<file path="src/rtl/bicubic_write_bmp.sv">
// Turns a raster-order 24-bit RGB pixel stream into a byte-addressed 24-bit BMP file image.
// Emits the 54-byte header, then rows bottom-up in B,G,R order with each row padded to 4 bytes.
module bicubic_write_bmp #(
    parameter int WIDTH  = 3840,
    parameter int HEIGHT = 2160,
    parameter int ADDR_W = 32
) (
    input  logic              clk,
    input  logic              rst,
    input  logic              start,
    input  logic              s_valid,
    output logic              s_ready,
    input  logic [23:0]       s_data,
    output logic              m_valid,
    input  logic              m_ready,
    output logic [ADDR_W-1:0] m_addr,
    output logic [7:0]        m_data,
    output logic              busy,
    output logic              done
);
    localparam int STRIDE     = ((WIDTH * 3 + 3) / 4) * 4;
    localparam int PAD        = STRIDE - WIDTH * 3;
    localparam int IMG_BYTES  = STRIDE * HEIGHT;
    localparam int FILE_BYTES = 54 + IMG_BYTES;
    localparam int ROW0_BASE  = 54 + (HEIGHT - 1) * STRIDE;
    localparam int COL_W      = $clog2(WIDTH + 1);
    localparam int ROW_W      = $clog2(HEIGHT + 1);
    localparam logic [ADDR_W-1:0] STRIDE_A = ADDR_W'(STRIDE);
    localparam logic [ADDR_W-1:0] ROW0_A   = ADDR_W'(ROW0_BASE);

    localparam logic [2:0] S_IDLE = 3'd0;
    localparam logic [2:0] S_HDR  = 3'd1;
    localparam logic [2:0] S_PIX  = 3'd2;
    localparam logic [2:0] S_BYTE = 3'd3;
    localparam logic [2:0] S_PAD  = 3'd4;
    localparam logic [2:0] S_FIN  = 3'd5;

    // Past the 'BM' signature every header field falls on a 4-byte boundary relative to byte 2.
    function automatic logic [7:0] hdr_byte(input logic [5:0] idx);
        logic [5:0]  rel;
        logic [31:0] f;
        rel = idx - 6'd2;
        case (rel[5:2])
            4'd0:    f = 32'(FILE_BYTES);
            4'd2:    f = 32'd54;
            4'd3:    f = 32'd40;
            4'd4:    f = 32'(WIDTH);
            4'd5:    f = 32'(HEIGHT);
            4'd6:    f = 32'h0018_0001;
            4'd8:    f = 32'(IMG_BYTES);
            4'd9:    f = 32'd2835;
            4'd10:   f = 32'd2835;
            default: f = 32'd0;
        endcase
        if (idx < 6'd2) return idx[0] ? 8'h4D : 8'h42;
        return 8'(f >> {rel[1:0], 3'b000});
    endfunction

    logic [2:0]        state_q, state_d;
    logic [5:0]        hdr_idx_q, hdr_idx_d;
    logic [COL_W-1:0]  col_q, col_d;
    logic [ROW_W-1:0]  row_q, row_d;
    logic [1:0]        k_q, k_d;
    logic [1:0]        pad_cnt_q, pad_cnt_d;
    logic [ADDR_W-1:0] ptr_q, ptr_d;
    logic [ADDR_W-1:0] rowbase_q, rowbase_d;
    logic [23:0]       pix_q, pix_d;
    logic              m_valid_q, m_valid_d;
    logic [ADDR_W-1:0] m_addr_q, m_addr_d;
    logic [7:0]        m_data_q, m_data_d;
    logic              m_hs, last_col, row_end;
    logic [5:0]        hdr_next;

    always_comb begin
        state_d   = state_q;
        hdr_idx_d = hdr_idx_q;
        col_d     = col_q;
        row_d     = row_q;
        k_d       = k_q;
        pad_cnt_d = pad_cnt_q;
        ptr_d     = ptr_q;
        rowbase_d = rowbase_q;
        pix_d     = pix_q;
        m_valid_d = m_valid_q;
        m_addr_d  = m_addr_q;
        m_data_d  = m_data_q;
        s_ready   = 1'b0;
        row_end   = 1'b0;
        m_hs      = m_valid_q && m_ready;
        last_col  = (col_q == COL_W'(WIDTH - 1));
        hdr_next  = hdr_idx_q + 6'd1;

        case (state_q)
            S_IDLE: begin
                if (start) begin
                    state_d   = S_HDR;
                    hdr_idx_d = 6'd0;
                    m_valid_d = 1'b1;
                    m_addr_d  = '0;
                    m_data_d  = hdr_byte(6'd0);
                end
            end
            S_HDR: begin
                if (m_hs) begin
                    if (hdr_idx_q == 6'd53) begin
                        m_valid_d = 1'b0;
                        row_d     = '0;
                        col_d     = '0;
                        rowbase_d = ROW0_A;
                        ptr_d     = ROW0_A;
                        state_d   = S_PIX;
                    end else begin
                        hdr_idx_d = hdr_next;
                        m_addr_d  = {{(ADDR_W - 6){1'b0}}, hdr_next};
                        m_data_d  = hdr_byte(hdr_next);
                    end
                end
            end
            S_PIX: begin
                s_ready = 1'b1;
                if (s_valid) begin
                    pix_d     = s_data;
                    k_d       = 2'd0;
                    m_valid_d = 1'b1;
                    m_addr_d  = ptr_q;
                    m_data_d  = s_data[7:0];
                    state_d   = S_BYTE;
                end
            end
            S_BYTE: begin
                // Accepting the next pixel alongside the R byte keeps a row at 3 cycles per pixel.
                s_ready = (k_q == 2'd2) && m_hs && !last_col;
                if (m_hs) begin
                    ptr_d    = ptr_q + 1'b1;
                    m_addr_d = ptr_q + 1'b1;
                    if (k_q != 2'd2) begin
                        k_d      = k_q + 2'd1;
                        m_data_d = (k_q == 2'd0) ? pix_q[15:8] : pix_q[23:16];
                    end else if (!last_col) begin
                        col_d = col_q + 1'b1;
                        if (s_valid) begin
                            pix_d    = s_data;
                            k_d      = 2'd0;
                            m_data_d = s_data[7:0];
                        end else begin
                            m_valid_d = 1'b0;
                            state_d   = S_PIX;
                        end
                    end else if (PAD > 0) begin
                        pad_cnt_d = 2'd0;
                        m_data_d  = 8'h00;
                        state_d   = S_PAD;
                    end else begin
                        row_end = 1'b1;
                    end
                end
            end
            S_PAD: begin
                if (m_hs) begin
                    if (pad_cnt_q == 2'(PAD - 1)) begin
                        row_end = 1'b1;
                    end else begin
                        pad_cnt_d = pad_cnt_q + 2'd1;
                        ptr_d     = ptr_q + 1'b1;
                        m_addr_d  = ptr_q + 1'b1;
                        m_data_d  = 8'h00;
                    end
                end
            end
            S_FIN: state_d = S_IDLE;
            default: state_d = S_IDLE;
        endcase

        // Rows are written bottom-up, so each new row starts one stride below the previous one.
        if (row_end) begin
            m_valid_d = 1'b0;
            if (row_q == ROW_W'(HEIGHT - 1)) begin
                state_d = S_FIN;
            end else begin
                row_d     = row_q + 1'b1;
                col_d     = '0;
                rowbase_d = rowbase_q - STRIDE_A;
                ptr_d     = rowbase_q - STRIDE_A;
                state_d   = S_PIX;
            end
        end
    end

    always_ff @(posedge clk) begin
        if (rst) begin
            state_q   <= S_IDLE;
            hdr_idx_q <= '0;
            col_q     <= '0;
            row_q     <= '0;
            k_q       <= '0;
            pad_cnt_q <= '0;
            ptr_q     <= '0;
            rowbase_q <= '0;
            pix_q     <= '0;
            m_valid_q <= 1'b0;
            m_addr_q  <= '0;
            m_data_q  <= '0;
        end else begin
            state_q   <= state_d;
            hdr_idx_q <= hdr_idx_d;
            col_q     <= col_d;
            row_q     <= row_d;
            k_q       <= k_d;
            pad_cnt_q <= pad_cnt_d;
            ptr_q     <= ptr_d;
            rowbase_q <= rowbase_d;
            pix_q     <= pix_d;
            m_valid_q <= m_valid_d;
            m_addr_q  <= m_addr_d;
            m_data_q  <= m_data_d;
        end
    end

    assign m_valid = m_valid_q;
    assign m_addr  = m_addr_q;
    assign m_data  = m_data_q;
    assign busy    = (state_q != S_IDLE) && (state_q != S_FIN);
    assign done    = (state_q == S_FIN);
endmodule

</file>
<file path="config.mk">
export PLATFORM = sky130hd
export DESIGN_NAME = bicubic_write_bmp
export DESIGN_NICKNAME = d
export VERILOG_FILES = /design/src/rtl/bicubic_write_bmp.sv
export SDC_FILE = /design/constraint.sdc
export NUM_CORES = 1
export LEC_CHECK = 0
export CAP_MARGIN = 10
export CELL_PAD_IN_SITES_DETAIL_PLACEMENT = 0
export CELL_PAD_IN_SITES_GLOBAL_PLACEMENT = 1
export CORE_MARGIN = 10
export CORE_UTILIZATION = 35
export DETAILED_ROUTE_END_ITERATION = 6
export GPL_TIMING_DRIVEN = 0
export PLACE_DENSITY = 0.73
export SETUP_SLACK_MARGIN = 0.5
export SLEW_MARGIN = 20
export SYNTH_ARGS = -nofsm -noshare
export SYNTH_HDL_FRONTEND = slang
export SYNTH_SLANG_ARGS = --single-unit
</file>
<file path="constraint.sdc">
create_clock -name clk -period 8.5 [get_ports clk]
set_clock_uncertainty 0.05 [all_clocks]
set_input_delay 2.125 -clock clk [delete_from_list [all_inputs] [get_ports clk]]
set_output_delay 2.125 -clock clk [all_outputs]
set_load 0.02 [all_outputs]
</file>
==> impl_metrics.toml <==
[outcome]
status = "complete, no violations"

[sta]
finalHoldViolCount = 0
worstMarginPinSlew_ns = 1.113
finalSetupViolCount = 0
final.min_clock_period_ns = 7.117
relSlewSlack = 0.2510
max_freq_ghz = 0.1405
slew_violations = 0
finalCritPeriodShare = 0.8373
setup_ws_ns = 1.383
tns_ns = 0
rsz0062_at_grt = "false"

[worst_setup_path]
required_ns = 6.33
path_buf_inv = 4
path_common_cell = "clkdlybuf4s50_1"
crit_family = "buffers and inverters"
crit_arrival_ns = 4.94
cp_max_fo = 10
worstPathCellList = "clkdlybuf4s50_1 > nand2_1 > or2_2 > buf_2 > a21oi_2 > clkbuf_1 > clkdlybuf4s50_1"
worst_setup_path_start_kind = "input port"
critPathCaptureType = "primary output"
slowest_stage = "clkdlybuf4s50_1"
cpPeakStageDelay_ns = 0.68
critical_path_class = "in -> out"

[place]
pre_cts_ws_ns = 1.395
port_buffers = 72
place_congestion = 0.9492
hpwlAfterDp_um = 24710

[detailed_routing]
wl_met1_um = 16310
avgViaCountPerCell = 5.830
first_iter_violations = 948
drc_errors = 0
routed_wl_um = 33310
avgRoutedWirePerCell_um = 19.71
wl_met2_um = 14270
route.vias.total = 9852
first_pass_iters = 5
drtAntennaViolNets = 0
met3_length_um = 2170
top_layer_used = "met4"

[logic_synthesis]
synth_area_per_cell_um2 = 7.519
ys_ff_latch = 158
syn_area_um2 = 9399
ys_async_sr_fraction = 0
yosysWarnings = 0
synth_nets = 1287
synth.distinct_cells = 79
synth_area_leaders = "dfxtp_1 34%, a21oi_1 5.9%, nor2_1 5.6%, nand2_1 5.4%, o21ai_0 4.3%"
synthFlopType = "dfxtp_1"
synth_edf_count = 0
ys_seq_area_frac = 0.3365
netlist_instances = 1250
yosysTopAreaCell = "dfxtp_1"
synth_top_area_share = 0.3365

[clocking]
cts_resized = 0
cts_root_buffer = "clkbuf_16"
clock_sinks = 158
cts_hold_buf = 0
clkTransAtPathRegs_ns = 0.07
cts_tree = "built"
cts_setup_buffers = 0
clk_path_buf_depth = 2
cts-buffers-inserted = 17
clock_latency_ns = 0.43
htreeDepth = 4

[global_routing]
gr-total-overflow = 0
track_usage = 0.1940
grt_pass1_vias = 9162
grt_pass1_wl_um = 52660
grt_max_degree = 17
antenna_found_initial = 0

[floorplanning]
placementRows = 59
boundaryPins = 73
die_x_um = 183.9
die_height_um = 183.9
core_area_um2 = 26210
initial_core_util = 0.3587
die_area_um2 = 33810

[layout]
nets = 1379
layout-drive-gt1-share = 0.07306
final_common_cell = "dfxtp_1"
n_fill_cell = 2684
syn_to_final_growth_pct = 19.01
n_antenna_cell = 0
mostFrequentLayoutCells = "158 x dfxtp_1, 139 x nor2_1, 136 x nand2_1"

[power]
cellPowerDensity_nw_per_um2 = 160.1
cellLeakagePower_nw = 3.774
irDropWorstVdd_mv = 0.1239

[worst_hold_path]
hold_class = "reg -> reg"

[job]
drv_cap = 0
-- worst register-to-register path, cell delays in order (launching register included) --
cell and delay [ns]:
dfxtp_1 0.46, inv_1 0.11, ha_1 0.40, ha_1 0.28, or2_2 0.31, a32oi_4 0.32
xnor2_4 0.20, o21ai_2 0.11, or4_1 0.49, a311o_1 0.39, a21oi_2 0.13
-- kinds of logic (layout without fill, tap and decap cells) --
kind of cell,count (synthesis),in the layout,share of synthesized area
simple gates,530,530,0.2718
compound gates,378,378,0.2622
flops,158,158,0.3365
buf+inv,106,211,0.04965
xor+xnor,56,56,0.05418
mux,14,14,0.01491
fa+ha+maj,8,8,0.01065
-- area by class of cell --
cell class / count / area (um^2) / area share
multi-input combinational: 986 / 5774 / 0.5162
sequential: 158 / 3163 / 0.2828
timing repair buffer: 73 / 728.2 / 0.06510
clock buffer: 17 / 425.4 / 0.03803
tap: 335 / 419.2 / 0.03747
buffer: 90 / 406.6 / 0.03635
clock inverter: 15 / 209.0 / 0.01868
inverter: 16 / 60.06 / 0.005369
-- synthesized netlist by cell type (10+ instances only) --
library cell,n
and3_1,12
nor3_1,60
xnor2_1,32
a31oi_1,15
clkbuf_1,50
o21ai_0,81
dfxtp_1,158
nand3_1,62
xor2_1,23
nor4_1,20
a22oi_1,10
inv_1,15
nor2_1,139
a221oi_1,15
a21oi_1,110
a311oi_1,18
buf_2,30
mux2i_1,14
nand2_1,136
a211oi_1,35
or3_1,18
o22ai_1,13
and2_1,11
nand4_1,19
-- report_power, final --
part	total (mW)	switching [mW]	leakage (nW)	internal, mW
sequential	0.764	0.00924	1.28	0.755
combinational	0.182	0.115	2.20	0.0671
clock	0.845	0.348	0.294	0.497
total	1.79	0.472	3.77	1.32
-- metal layers --
metal  vias up  global-route usage
met5         -                   0
met4         0             0.05736
met3        32             0.02806
met2       331              0.2935
met1      4698              0.2772
li1       4791                   -
-- state kept, by name (all words and copies together), names as in the netlist --
signal     cells
col_q         12
hdr_idx_q      6
k_q            2
m_addr        32
m_data         8
m_valid        1
pad_cnt_q      2
pix_q         16
ptr_q         32
row_q         12
rowbase_q     32
state_q        3
-- path summary, 6_finish.rpt --
| path | startpoint | endpoint | slack [ns] | depth (start not counted) |
|---|---|---|---|---|
| min | pix_q[16] | pix_q[16] | 0.41 | 2 |
| min reg2reg | pix_q[16] | pix_q[16] | 0.41 | 2 |
| max | m_ready | s_ready | 1.38 | 7 |
| max reg2reg | hdr_idx_q[1] | m_data[5] | 5.19 | 10 |
-- metrics by stage --
step / hold WS, ns / cell area (um^2) / util / power [mW] / std cells
floorplan: 0.3805 / 9399 / - / 0.8770 / 1250
CTS: 0.4067 / 11190 / 0.4268 / 1.800 / 1690
global placement: 0.3924 / 10540 / 0.4021 / 0.9612 / 1657
global route: 0.4268 / 11190 / 0.4268 / 1.849 / 1690
detailed placement: 0.3967 / 10550 / 0.4026 / 0.9613 / 1658
finish: 0.4080 / 11190 / 0.4268 / 1.790 / 1690
No activity file was read; power rests on OpenSTA's default activity.
